[src/rtl/key_pkg.sv]
`default_nettype none
// key_pkg: FSM state encoding and default configuration shared by the key conditioner files.
// Rev 1.0
package key_pkg;

  typedef enum logic [1:0] {
    IDLE         = 2'd0,
    PRESS_WAIT   = 2'd1,
    HELD         = 2'd2,
    RELEASE_WAIT = 2'd3
  } key_state_t;

  localparam int DEF_SYNC_STAGES     = 2;
  localparam int DEF_DEBOUNCE_CYCLES = 4;
  localparam int DEF_REPEAT_DELAY    = 50;
  localparam int DEF_REPEAT_PERIOD   = 10;

endpackage
`default_nettype wire

[src/rtl/sync_chain.sv]
`default_nettype none
// sync_chain: STAGES-deep flop chain bringing an asynchronous level into the clk domain.
// Rev 1.0
module sync_chain
  import key_pkg::*;
#(
  parameter int STAGES = DEF_SYNC_STAGES
) (
  input  logic clk,
  input  logic rst,
  input  logic d,
  output logic q
);

  logic [STAGES-1:0] stages;

  always_ff @(posedge clk) begin
    if (rst) begin
      stages <= '0;
    end else begin
      stages <= {stages[STAGES-2:0], d};
    end
  end

  assign q = stages[STAGES-1];

endmodule
`default_nettype wire

[src/rtl/key_conditioner.sv]
`default_nettype none
// key_conditioner: synchronized, debounced key level with press/release pulses.
// Optional press auto-repeat while held: define KEY_AUTOREPEAT_EN. Rev 1.0
module key_conditioner
  import key_pkg::*;
#(
  parameter int SYNC_STAGES     = DEF_SYNC_STAGES,
  parameter int DEBOUNCE_CYCLES = DEF_DEBOUNCE_CYCLES,
  parameter int REPEAT_DELAY    = DEF_REPEAT_DELAY,
  parameter int REPEAT_PERIOD   = DEF_REPEAT_PERIOD
) (
  input  logic clk,
  input  logic rst,
  input  logic key_raw,
  output logic key_level,
  output logic press,
  output logic release_pulse
);

  localparam int            CW       = $clog2(DEBOUNCE_CYCLES + 1);
  localparam logic [CW-1:0] CNT_LAST = CW'(DEBOUNCE_CYCLES - 1);

  if (SYNC_STAGES < 2 || SYNC_STAGES > 4 || DEBOUNCE_CYCLES < 1 || DEBOUNCE_CYCLES > 65535 ||
      REPEAT_DELAY < 1 || REPEAT_PERIOD < 1) begin : g_bad_cfg
    $error("key_conditioner: illegal parameter set");
  end

  key_state_t    state;
  logic [CW-1:0] cnt;
  logic          key_s;
  logic          stable_done;
  logic          rpt_fire;

  sync_chain #(.STAGES(SYNC_STAGES)) u_sync (
    .clk (clk),
    .rst (rst),
    .d   (key_raw),
    .q   (key_s)
  );

  // cnt is 0 in IDLE/HELD, so with DEBOUNCE_CYCLES=1 the first differing cycle is accepted at once
  assign stable_done = (cnt >= CNT_LAST);

  always_ff @(posedge clk) begin
    if (rst) begin
      state         <= IDLE;
      cnt           <= '0;
      key_level     <= 1'b0;
      press         <= 1'b0;
      release_pulse <= 1'b0;
    end else begin
      press         <= 1'b0;
      release_pulse <= 1'b0;
      case (state)
        IDLE, PRESS_WAIT: begin
          if (!key_s) begin
            state <= IDLE;
            cnt   <= '0;
          end else if (stable_done) begin
            state     <= HELD;
            cnt       <= '0;
            key_level <= 1'b1;
            press     <= 1'b1;
          end else begin
            state <= PRESS_WAIT;
            cnt   <= (state == IDLE) ? CW'(1) : cnt + 1'b1;
          end
        end
        HELD, RELEASE_WAIT: begin
          if (key_s) begin
            state <= HELD;
            cnt   <= '0;
            press <= rpt_fire;
          end else if (stable_done) begin
            state         <= IDLE;
            cnt           <= '0;
            key_level     <= 1'b0;
            release_pulse <= 1'b1;
          end else begin
            state <= RELEASE_WAIT;
            cnt   <= (state == HELD) ? CW'(1) : cnt + 1'b1;
          end
        end
        default: begin
          state <= IDLE;
          cnt   <= '0;
        end
      endcase
    end
  end

`ifdef KEY_AUTOREPEAT_EN
  localparam int RW = $clog2(((REPEAT_DELAY > REPEAT_PERIOD) ? REPEAT_DELAY : REPEAT_PERIOD) + 1);

  logic [RW-1:0] rpt_cnt;
  logic          rpt_phase;
  logic [RW-1:0] rpt_goal;

  // First repeat waits REPEAT_DELAY from the press, later ones REPEAT_PERIOD from the previous
  assign rpt_goal = rpt_phase ? RW'(REPEAT_PERIOD) : RW'(REPEAT_DELAY);
  assign rpt_fire = (state == HELD) && key_s && (rpt_cnt == rpt_goal - 1'b1);

  always_ff @(posedge clk) begin
    if (rst || !key_level) begin
      rpt_cnt   <= '0;
      rpt_phase <= 1'b0;
    end else if (state == HELD && key_s) begin
      if (rpt_fire) begin
        rpt_cnt   <= '0;
        rpt_phase <= 1'b1;
      end else begin
        rpt_cnt <= rpt_cnt + 1'b1;
      end
    end
  end
`else
  assign rpt_fire = 1'b0;
`endif

endmodule
`default_nettype wire

[config.mk]
export PLATFORM = sky130hd
export DESIGN_NAME = key_conditioner
export DESIGN_NICKNAME = d
export VERILOG_FILES = /design/src/rtl/key_pkg.sv /design/src/rtl/sync_chain.sv /design/src/rtl/key_conditioner.sv
export SDC_FILE = /design/constraint.sdc
export NUM_CORES = 1
export LEC_CHECK = 0
export ABC_CLOCK_PERIOD_IN_PS = 4400
export CORE_AREA = 8 8 45 47
export DETAILED_ROUTE_END_ITERATION = 12
export DIE_AREA = 0 0 53 55
export DONT_BUFFER_PORTS = 1
export GPL_ROUTABILITY_DRIVEN = 1
export PLACE_DENSITY = 0.37
export SKIP_LAST_GASP = 1
export SLEW_MARGIN = 20
export SYNTH_ARGS = -nofsm -noshare
export SYNTH_HDL_FRONTEND = slang
export SYNTH_SLANG_ARGS = --single-unit
[constraint.sdc]
create_clock -name clk -period 4.4 [get_ports clk]
set_input_delay 0.44 -clock clk [delete_from_list [all_inputs] [get_ports clk]]
set_output_delay 0.44 -clock clk [all_outputs]
set_load 0.02 [all_outputs]
* Word level (Yosys, flattened, before mapping)
Cells that the tools add are included.
Storage, ports and cells: register bits after elaboration 10, latch bits 0, memory bits (writable) 0, bits in read-only memories 0, input bits 3, output and inout bits 3, word-level logic and storage cells 41, memories kept 0
Cells by class: add/sub/neg operators 1, multiply operators 0, divide/modulo/power cells 0, $lt $le $gt $ge 1, equal/unequal tests 7, shifts and indexed selects 0, mux-type cells 20, bitwise logic cells 1, reduce and logical (&&, ||, !) cells 5
Operators by type and width (number):
- 3-bit two-way mux | 6
- 2-bit two-way mux | 4
- 1-bit two-way mux | 6
- 2-bit != test (second input constant) | 3
- 3-bit case mux with 2 select lines | 1
- 2-bit == test (second input constant) | 2
- 1-bit case mux with 2 select lines | 2
- 2-bit case mux with 2 select lines | 1
- 4-bit AND reduction | 1
- 2-bit OR reduction | 2
- 3-bit by 1-bit adder with 3-bit output (second input constant) | 1
- 3-bit by 2-bit >= comparator with 1-bit output (second input constant) | 1
- 3-bit OR reduction | 1
- 2-bit by 1-bit == test with 1-bit output (second input constant) | 1
- 2-bit logical NOT | 1
- 2-bit by 1-bit != test with 1-bit output (second input constant) | 1
- 1-bit inverter | 1

* Longest topological paths before layout
Gate-level depths: netlist (run 1).
depth in word-level cells 5, depth in mapped cells 5, mapped depth without buffers 5

* Cells and area by module
From an unflattened synthesis (run 1), not the netlist that was laid out.
Second synthesis, totals: cell total of the unflattened synthesis 32, area total of the unflattened synthesis 351.6 µm²
Modules (own cells, without submodules):
- key_conditioner | times used 1, cells an instance 28, area each 299.0 µm², sequential area each 160.2 µm²
- sync_chain | times used 1, cells an instance 4, area each 52.6 µm², sequential area each 40.0 µm²

* Worst setup path after synthesis (run 1)
No wires, ideal clock.
kind flip-flop to flip-flop, start reg cnt[0], end reg cnt[1], library setup time 0.059 ns, data arrival time 1.356 ns, data required time 4.341 ns, slack 2.985 ns, cell stages (with the launch flop) 6, buffers on the path 0, clock period less this slack 1.415 ns, path through dfxtp_1 -> ha_1 -> ha_1 -> a211o_1 -> nor3_2 -> and3_2
Between the ends: longest elaborated chain between the ends 5, elaborated cells on any way between the ends 9, those cells by class add/sub: 1; order compare: 1; mux: 7
RTL lines:
- start, declared | line key_conditioner.sv:29 | logic [CW-1:0] cnt;
- start signal, assigned | line key_conditioner.sv:66 | cnt <= (state == IDLE) ? CW'(1) : cnt + 1'b1;
- start signal, assigned | line key_conditioner.sv:81 | cnt <= (state == HELD) ? CW'(1) : cnt + 1'b1;
- 3-bit by 1-bit adder with 3-bit output | line key_conditioner.sv:66, key_conditioner.sv:81
- 3-bit two-way mux (on tied branches) | line key_conditioner.sv:81, key_conditioner.sv:66
- 3-bit two-way mux (on tied branches) | line key_conditioner.sv:74, key_conditioner.sv:59
- 3-bit two-way mux (on tied branches) | line key_conditioner.sv:70, key_conditioner.sv:56
- 3-bit case mux with 2 select lines (*) | line key_conditioner.sv:54 | case (state)
Mark *: on every way between the ends. The rest lies on a longest branch, timed or not. A chain may end at the register's enable or synchronous reset.

* Final worst setup path (run 1)
Ends and elaborated chain as after synthesis.

==> results.py, run 1 <==
metrics = {
    "grt": {
        "grt.total_usage_pct": 4.98,
        "grt_max_degree": 8,
        "grt_overflow": 0,
        "grt_pass1_wl_um": 952,
        "antenna_found_initial": 0,
        "grt_pass1_vias": 224,
    },
    "finish": {
        "drive_above_1_share_pct": 16.7,
        "regArea_um2": 200,
        "multi_input_area_um2": 144,
        "syn_to_final_growth_pct": 16.0,
        "layout.nets": 42,
        "diodes": 0,
        "utilization_pct": 29.5,
        "fill_cells": 146,
        "layoutNonFillerInstCount": 52,
    },
    "drt": {
        "ant_nets": 0,
        "routedWlPerCell_um": 10.5,
        "wl_met3_um": 83,
        "wl_um": 545,
        "drt_first_pass_iters": 1,
        "drt_iter0_markers": 0,
        "wl_met1_um": 220,
        "wl_met2_um": 242,
        "drc": 0,
        "top_layer_used": "met3",
        "via_count": 240,
        "post_drt_via_cell_ratio": 4.62,
    },
    "sta": {
        "min_period_over_period_pct": 35.3,
        "fmax_mhz": 644,
        "hold_viol_final": 0,
        "relSlewSlack_pct": 68.5,
        "setup_tns_ps": 0,
        "min_period_ps": 1550,
        "rsz0062_at_grt": "no",
        "drv_slew": 0,
        "fin_worst_skew_ps": 4.23,
        "setup_viol": 0,
        "worst_slew_pin_slew_ps": 469,
        "fin_ws_ps": 2850,
    },
    "worst_setup_path": {
        "cp-end-kind": "register",
        "r2r-end": "cnt[1]$_SDFF_PP0_",
        "crit_type": "reg2reg",
        "worst_ep_arrival_time_ps": 1760,
        "crit_start": "cnt[0]$_SDFF_PP0_",
        "rrSetupSlack_ps": 2850,
        "cp_max_fo": 4,
        "crit_path_start_kind": "register",
        "cp.required_ps": 4610,
        "r2r-start": "cnt[0]$_SDFF_PP0_",
        "reg2regPathDepth": 5,
    },
    "logic_synthesis": {
        "synth_edf_count": 0,
        "syn_area_um2": 352,
        "synthCells": 32,
        "synthTopCellsByCount": "dfxtp_1, nand2_1, ha_1, inv_1, nor2b_1",
        "yosysTopAreaCell": "dfxtp_1",
        "synth.most_common_cell": "dfxtp_1",
        "synthArstFlopShare_pct": 0,
        "synth_nets": 37,
        "syn_avg_cell_area_um2": 11.0,
        "ys_types": 18,
        "ys_warn_count": 0,
        "yosysSeqAreaShare_pct": 56.9,
        "synth_area_leaders": "dfxtp_1, ha_1, nor2b_1",
        "synth.top_cell.area_share_pct": 56.9,
        "synthFlopType": "dfxtp_1",
        "synth.ff_latch_count": 10,
    },
    "clock_tree": {
        "cts_made_buffers": 3,
        "clock_latency_ps": 260,
        "ctsHoldBuffers": 0,
        "clock_tree.root_cell": "clkbuf_4",
        "cts_buffer_depth": 2,
        "cts_setup_buffers": 0,
        "cts_htree_levels": 1,
        "cts_tree": "yes",
        "cts_sinks": 10,
        "clk_pin_slew_ps": 70,
        "cts_resized": 0,
    },
    "hold_path": {
        "holdPathEnd": "u_sync.stages[0]$_SDFF_PP0_",
        "hp-class": "in2reg",
        "holdPathStages": 1,
        "hp-start": "rst",
    },
    "floorplan": {
        "io_pins": 6,
        "die_w_um": 53,
        "start_util_pct": 25.4,
        "coreArea_um2": 1380,
        "die_area_um2": 2920,
        "rows": 14,
        "dieHeight_um": 55,
    },
    "placement": {
        "place.gp.congestion": 0.606,
        "dp_slack_ps": 2830,
        "dp_hpwl_um": 436,
        "dp_cells": 48,
        "port_buffers": 0,
    },
    "power": {
        "powerDensity_nw_per_um2": 438,
        "vdd_drop_max_v": 0.000156,
        "power_leakage_nw": 0.164,
    },
    "outcome": {
        "outcome": "completed",
    },
    "flow_run": {
        "cap_viol_max_count": 0,
    },
}
## critical path, stage by stage, from the launching register on
cell	delay, ps
dfxtp_1	340
ha_1	200
ha_1	190
a211o_1	310
nor3_2	250
and3_2	210
## worst max-delay path by stage
| stage | cells after the start | slack [ps] | to |
|---|---|---|---|
| 4_1_cts | 5 | 2810 | cnt[0]$_SDFF_PP0_ |
| 3_5_place_dp | 5 | 2830 | cnt[0]$_SDFF_PP0_ |
| 6_report | 5 | 2850 | cnt[1]$_SDFF_PP0_ |
| 5_1_grt | 5 | 2720 | cnt[0]$_SDFF_PP0_ |
| 3_3_place_gp | 5 | 2890 | cnt[1]$_SDFF_PP0_ |
| 2_1_floorplan | 5 | 2990 | cnt[1]$_SDFF_PP0_ |
## flip-flops by register name, summed over array words and instances, names as in the netlist
name and count:
u_sync.stages 2, key_level 1, release_pulse 1, cnt 3
press 1, state 2
## placed cells by master (no fill, tap or decap)
| cell | instances |
|---|---|
| clkbuf_4 | 3 |
| and3_2 | 1 |
| xnor2_1 | 1 |
| and3b_1 | 1 |
| dfxtp_1 | 10 |
| a31oi_1 | 1 |
| a21boi_1 | 1 |
| inv_1 | 2 |
| nor4b_1 | 1 |
| o21ai_0 | 1 |
| nand3_1 | 1 |
| nor4_1 | 1 |
| ha_1 | 2 |
| nor2b_1 | 2 |
| a211oi_1 | 1 |
| a211o_1 | 1 |
| nand2_1 | 3 |
| clkbuf_8 | 1 |
| nor3_2 | 1 |
| a21oi_1 | 1 |
## logic make-up after synthesis
family	count (synthesis)	share of synthesized area [%]
simple gates	11	19.9
flops	10	56.9
compound gates	6	11.4
buf+inv	2	2.14
fa+ha+maj	2	7.12
xor+xnor	1	2.49
## per-layer routing
layer | up-vias | GRT usage [%]
met3 | 0 | 6.15
li1 | 122 | -
met4 | 0 | 2.59
met1 | 108 | 3.97
met2 | 10 | 7.03
met5 | - | 0
## power by group
group	total, mW	switching, mW	leakage, nW	internal (mW)
Sequential	0.0955	0.00277	0.0813	0.0927
Combinational	0.00278	0.00111	0.0618	0.00167
Clock	0.0803	0.0301	0.0210	0.0502
## stage by stage
stage,power [mW],cell area (um^2),hold WS [ps]
finish,0.179,408,239
global route,0.192,408,202
CTS,0.183,408,225
detailed placement,0.101,372,430
global placement,0.100,372,424
floorplan,0.0997,352,414
## area by class of cell
| cell class | count | area share (%) |
|---|---|---|
| well taps | 16 | 4.91 |
| flip-flops and latches | 10 | 49.1 |
| clock buffers | 4 | 8.90 |
| multi-input cells | 20 | 35.3 |
| inverters | 2 | 1.84 |
No activity file was read; power rests on OpenSTA's default activity.
==> run 2: changes to the inputs <==
--- a/config.mk
+++ b/config.mk
@@ -5,7 +5,7 @@
 export SDC_FILE = /design/constraint.sdc
 export NUM_CORES = 1
 export LEC_CHECK = 0
-export ABC_CLOCK_PERIOD_IN_PS = 4400
+export ABC_CLOCK_PERIOD_IN_PS = 1600
 export CORE_AREA = 8 8 45 47
 export DETAILED_ROUTE_END_ITERATION = 12
 export DIE_AREA = 0 0 53 55
==> constraint.sdc (replaced) <==
create_clock -name clk -period 1.6 [get_ports clk]
set_input_delay 0.16 -clock clk [delete_from_list [all_inputs] [get_ports clk]]
set_output_delay 0.16 -clock clk [all_outputs]
set_load 0.02 [all_outputs]
==> run 2 against run 1 <==
Wire length up 2.6%; largest cell class unchanged; register-to-register slack worse by 2700 ps; flip-flop and latch count unchanged; worst setup slack worse by 2700 ps; final area up 0.92%; clock skew down 2.7 ps; global-route usage down 0.44 points; power up 150%; critical endpoint unchanged.
==> results.py, run 2 (same netlist as run 1, synthesis figures left out) <==
metrics = {
    "floorplan": {
        "die_w_um": 53,
        "rows": 14,
        "dieHeight_um": 55,
        "io_pins": 6,
        "coreArea_um2": 1380,
        "die_area_um2": 2920,
        "start_util_pct": 25.4,
    },
    "clock_tree": {
        "cts_sinks": 10,
        "cts_buffer_depth": 2,
        "clk_pin_slew_ps": 60,
        "cts_setup_buffers": 0,
        "cts_tree": "yes",
        "clock_tree.root_cell": "clkbuf_4",
        "cts_made_buffers": 3,
        "cts_resized": 0,
        "clock_latency_ps": 260,
        "cts_htree_levels": 1,
    },
    "sta": {
        "fin_worst_skew_ps": 1.48,
        "hold_viol_final": 0,
        "fmax_mhz": 671,
        "relSlewSlack_pct": 81.0,
        "setup_viol": 0,
        "min_period_over_period_pct": 93.1,
        "rsz0062_at_grt": "no",
        "min_period_ps": 1490,
        "drv_slew": 0,
        "setup_tns_ps": 0,
        "worst_slew_pin_slew_ps": 284,
    },
    "finish": {
        "diodes": 0,
        "fill_cells": 157,
        "drive_above_1_share_pct": 16.2,
        "utilization_pct": 29.7,
        "layout.nets": 44,
        "syn_to_final_growth_pct": 17.1,
        "layout_common_cells": "dfxtp_1, nand2_1, clkbuf_4",
        "final_common_cell": "dfxtp_1",
        "max_flop_register": "cnt",
        "final_cell_area_um2": 412,
        "largest_register_ffs": 3,
        "reg_top3": "cnt x3, state x2, u_sync.stages x2",
    },
    "grt": {
        "grt_overflow": 0,
        "antenna_found_initial": 0,
        "grt.total_usage_pct": 4.54,
        "grt_pass1_vias": 234,
        "grt_max_degree": 8,
        "grt_pass1_wl_um": 890,
    },
    "worst_setup_path": {
        "crit_type": "reg2reg",
        "critPathMostFrequentCell": "ha_1",
        "cpMaxStageDelayCell": "dfxtp_1",
        "worstPathCellList": "ha_1 > ha_1 > a211o_1 > nor3_2 > and3_2",
        "worst_ep_arrival_time_ps": 1700,
        "cp_max_fo": 4,
        "cp_top_family": "simple AND/OR/NAND/NOR gates",
        "cp-end-kind": "register",
        "critPathBufInv": 0,
        "cp.required_ps": 1810,
        "max_stage_delay_ps": 340,
        "crit_path_start_kind": "register",
    },
    "power": {
        "power_mw": 0.441,
        "powerDensity_nw_per_um2": 1070,
        "vdd_drop_max_v": 0.000346,
        "power_leakage_nw": 0.163,
    },
    "drt": {
        "ant_nets": 0,
        "drc": 0,
        "post_drt_via_cell_ratio": 4.51,
        "drt_first_pass_iters": 1,
        "via_count": 239,
        "routedWlPerCell_um": 10.5,
        "drt_iter0_markers": 0,
        "wl_um": 559,
    },
    "placement": {
        "port_buffers": 0,
        "place.gp.congestion": 0.609,
        "dp_hpwl_um": 421,
        "placed_cell_area_um2": 379,
    },
    "outcome": {
        "outcome": "completed",
    },
    "hold_path": {
        "hp-class": "in2reg",
    },
    "flow_run": {
        "cap_viol_max_count": 0,
    },
}
-- run 2: cell count changes in the layout (fill, tap and decap cells not counted) --
cell and change:
clkbuf_8 -1, dlygate4sd3_1 +1, buf_4 +1
-- run 2: repair_timing --
item / CTS / global route
hold endpoints to repair: 7 / 0
hold buffers: 1 / 0
setup endpoints to repair: 0 / 2
-- run 2: final cells by class --
| cell class | instances | area [um^2] | share of cell area, % |
|---|---|---|---|
| multi-input cells | 20 | 144 | 35.0 |
| flip-flops and latches | 10 | 200 | 48.6 |
| well taps | 16 | 20.0 | 4.86 |
| inverters | 2 | 7.51 | 1.82 |
| clock buffers | 3 | 22.5 | 5.47 |
| repair buffers | 2 | 17.5 | 4.26 |
-- run 2: worst paths after layout --
check / start / endpoint / slack [ps] / cells after the start
worst max-delay path: cnt[0]$_SDFF_PP0_ / cnt[1]$_SDFF_PP0_ / 110 / 5
worst min-delay path: key_raw / u_sync.stages[0]$_SDFF_PP0_ / 30 / 1
worst max register to register: cnt[0]$_SDFF_PP0_ / cnt[1]$_SDFF_PP0_ / 110 / 5
worst min register to register: state[0]$_SDFF_PP0_ / cnt[0]$_SDFF_PP0_ / 450 / 1
-- run 2: power by group --
part | switching [mW] | internal [mW] | leakage, nW
Clock | 0.0785 | 0.0866 | 0.0138
Combinational | 0.00591 | 0.00630 | 0.0677
Sequential | 0.00820 | 0.255 | 0.0813
Total | 0.0926 | 0.348 | 0.163
-- run 2: worst reg2reg max path, cell delays in order, from the launching register on --
cell	delay [ps]
dfxtp_1	340
ha_1	200
ha_1	190
a211o_1	310
nor3_2	200
and3_2	200
-- run 2: per-layer routing --
metal | share of wire, % | vias to the layer above | global-route usage [%]
met5 | 0 | - | 0
met4 | 0 | 0 | 1.29
met3 | 13 | 0 | 5.08
met2 | 42 | 8 | 7.03
met1 | 45 | 105 | 3.82
li1 | - | 126 | -
-- run 2: per-stage QoR --
stage	setup slack [ps]	hold WS, ps	std cells
2_1_floorplan	185	229	32
3_3_place_gp	84.6	232	49
3_5_place_dp	76.1	233	49
4_1_cts	60.5	28.4	53
5_1_grt	23.8	17.4	53
6_report	110	32.3	53
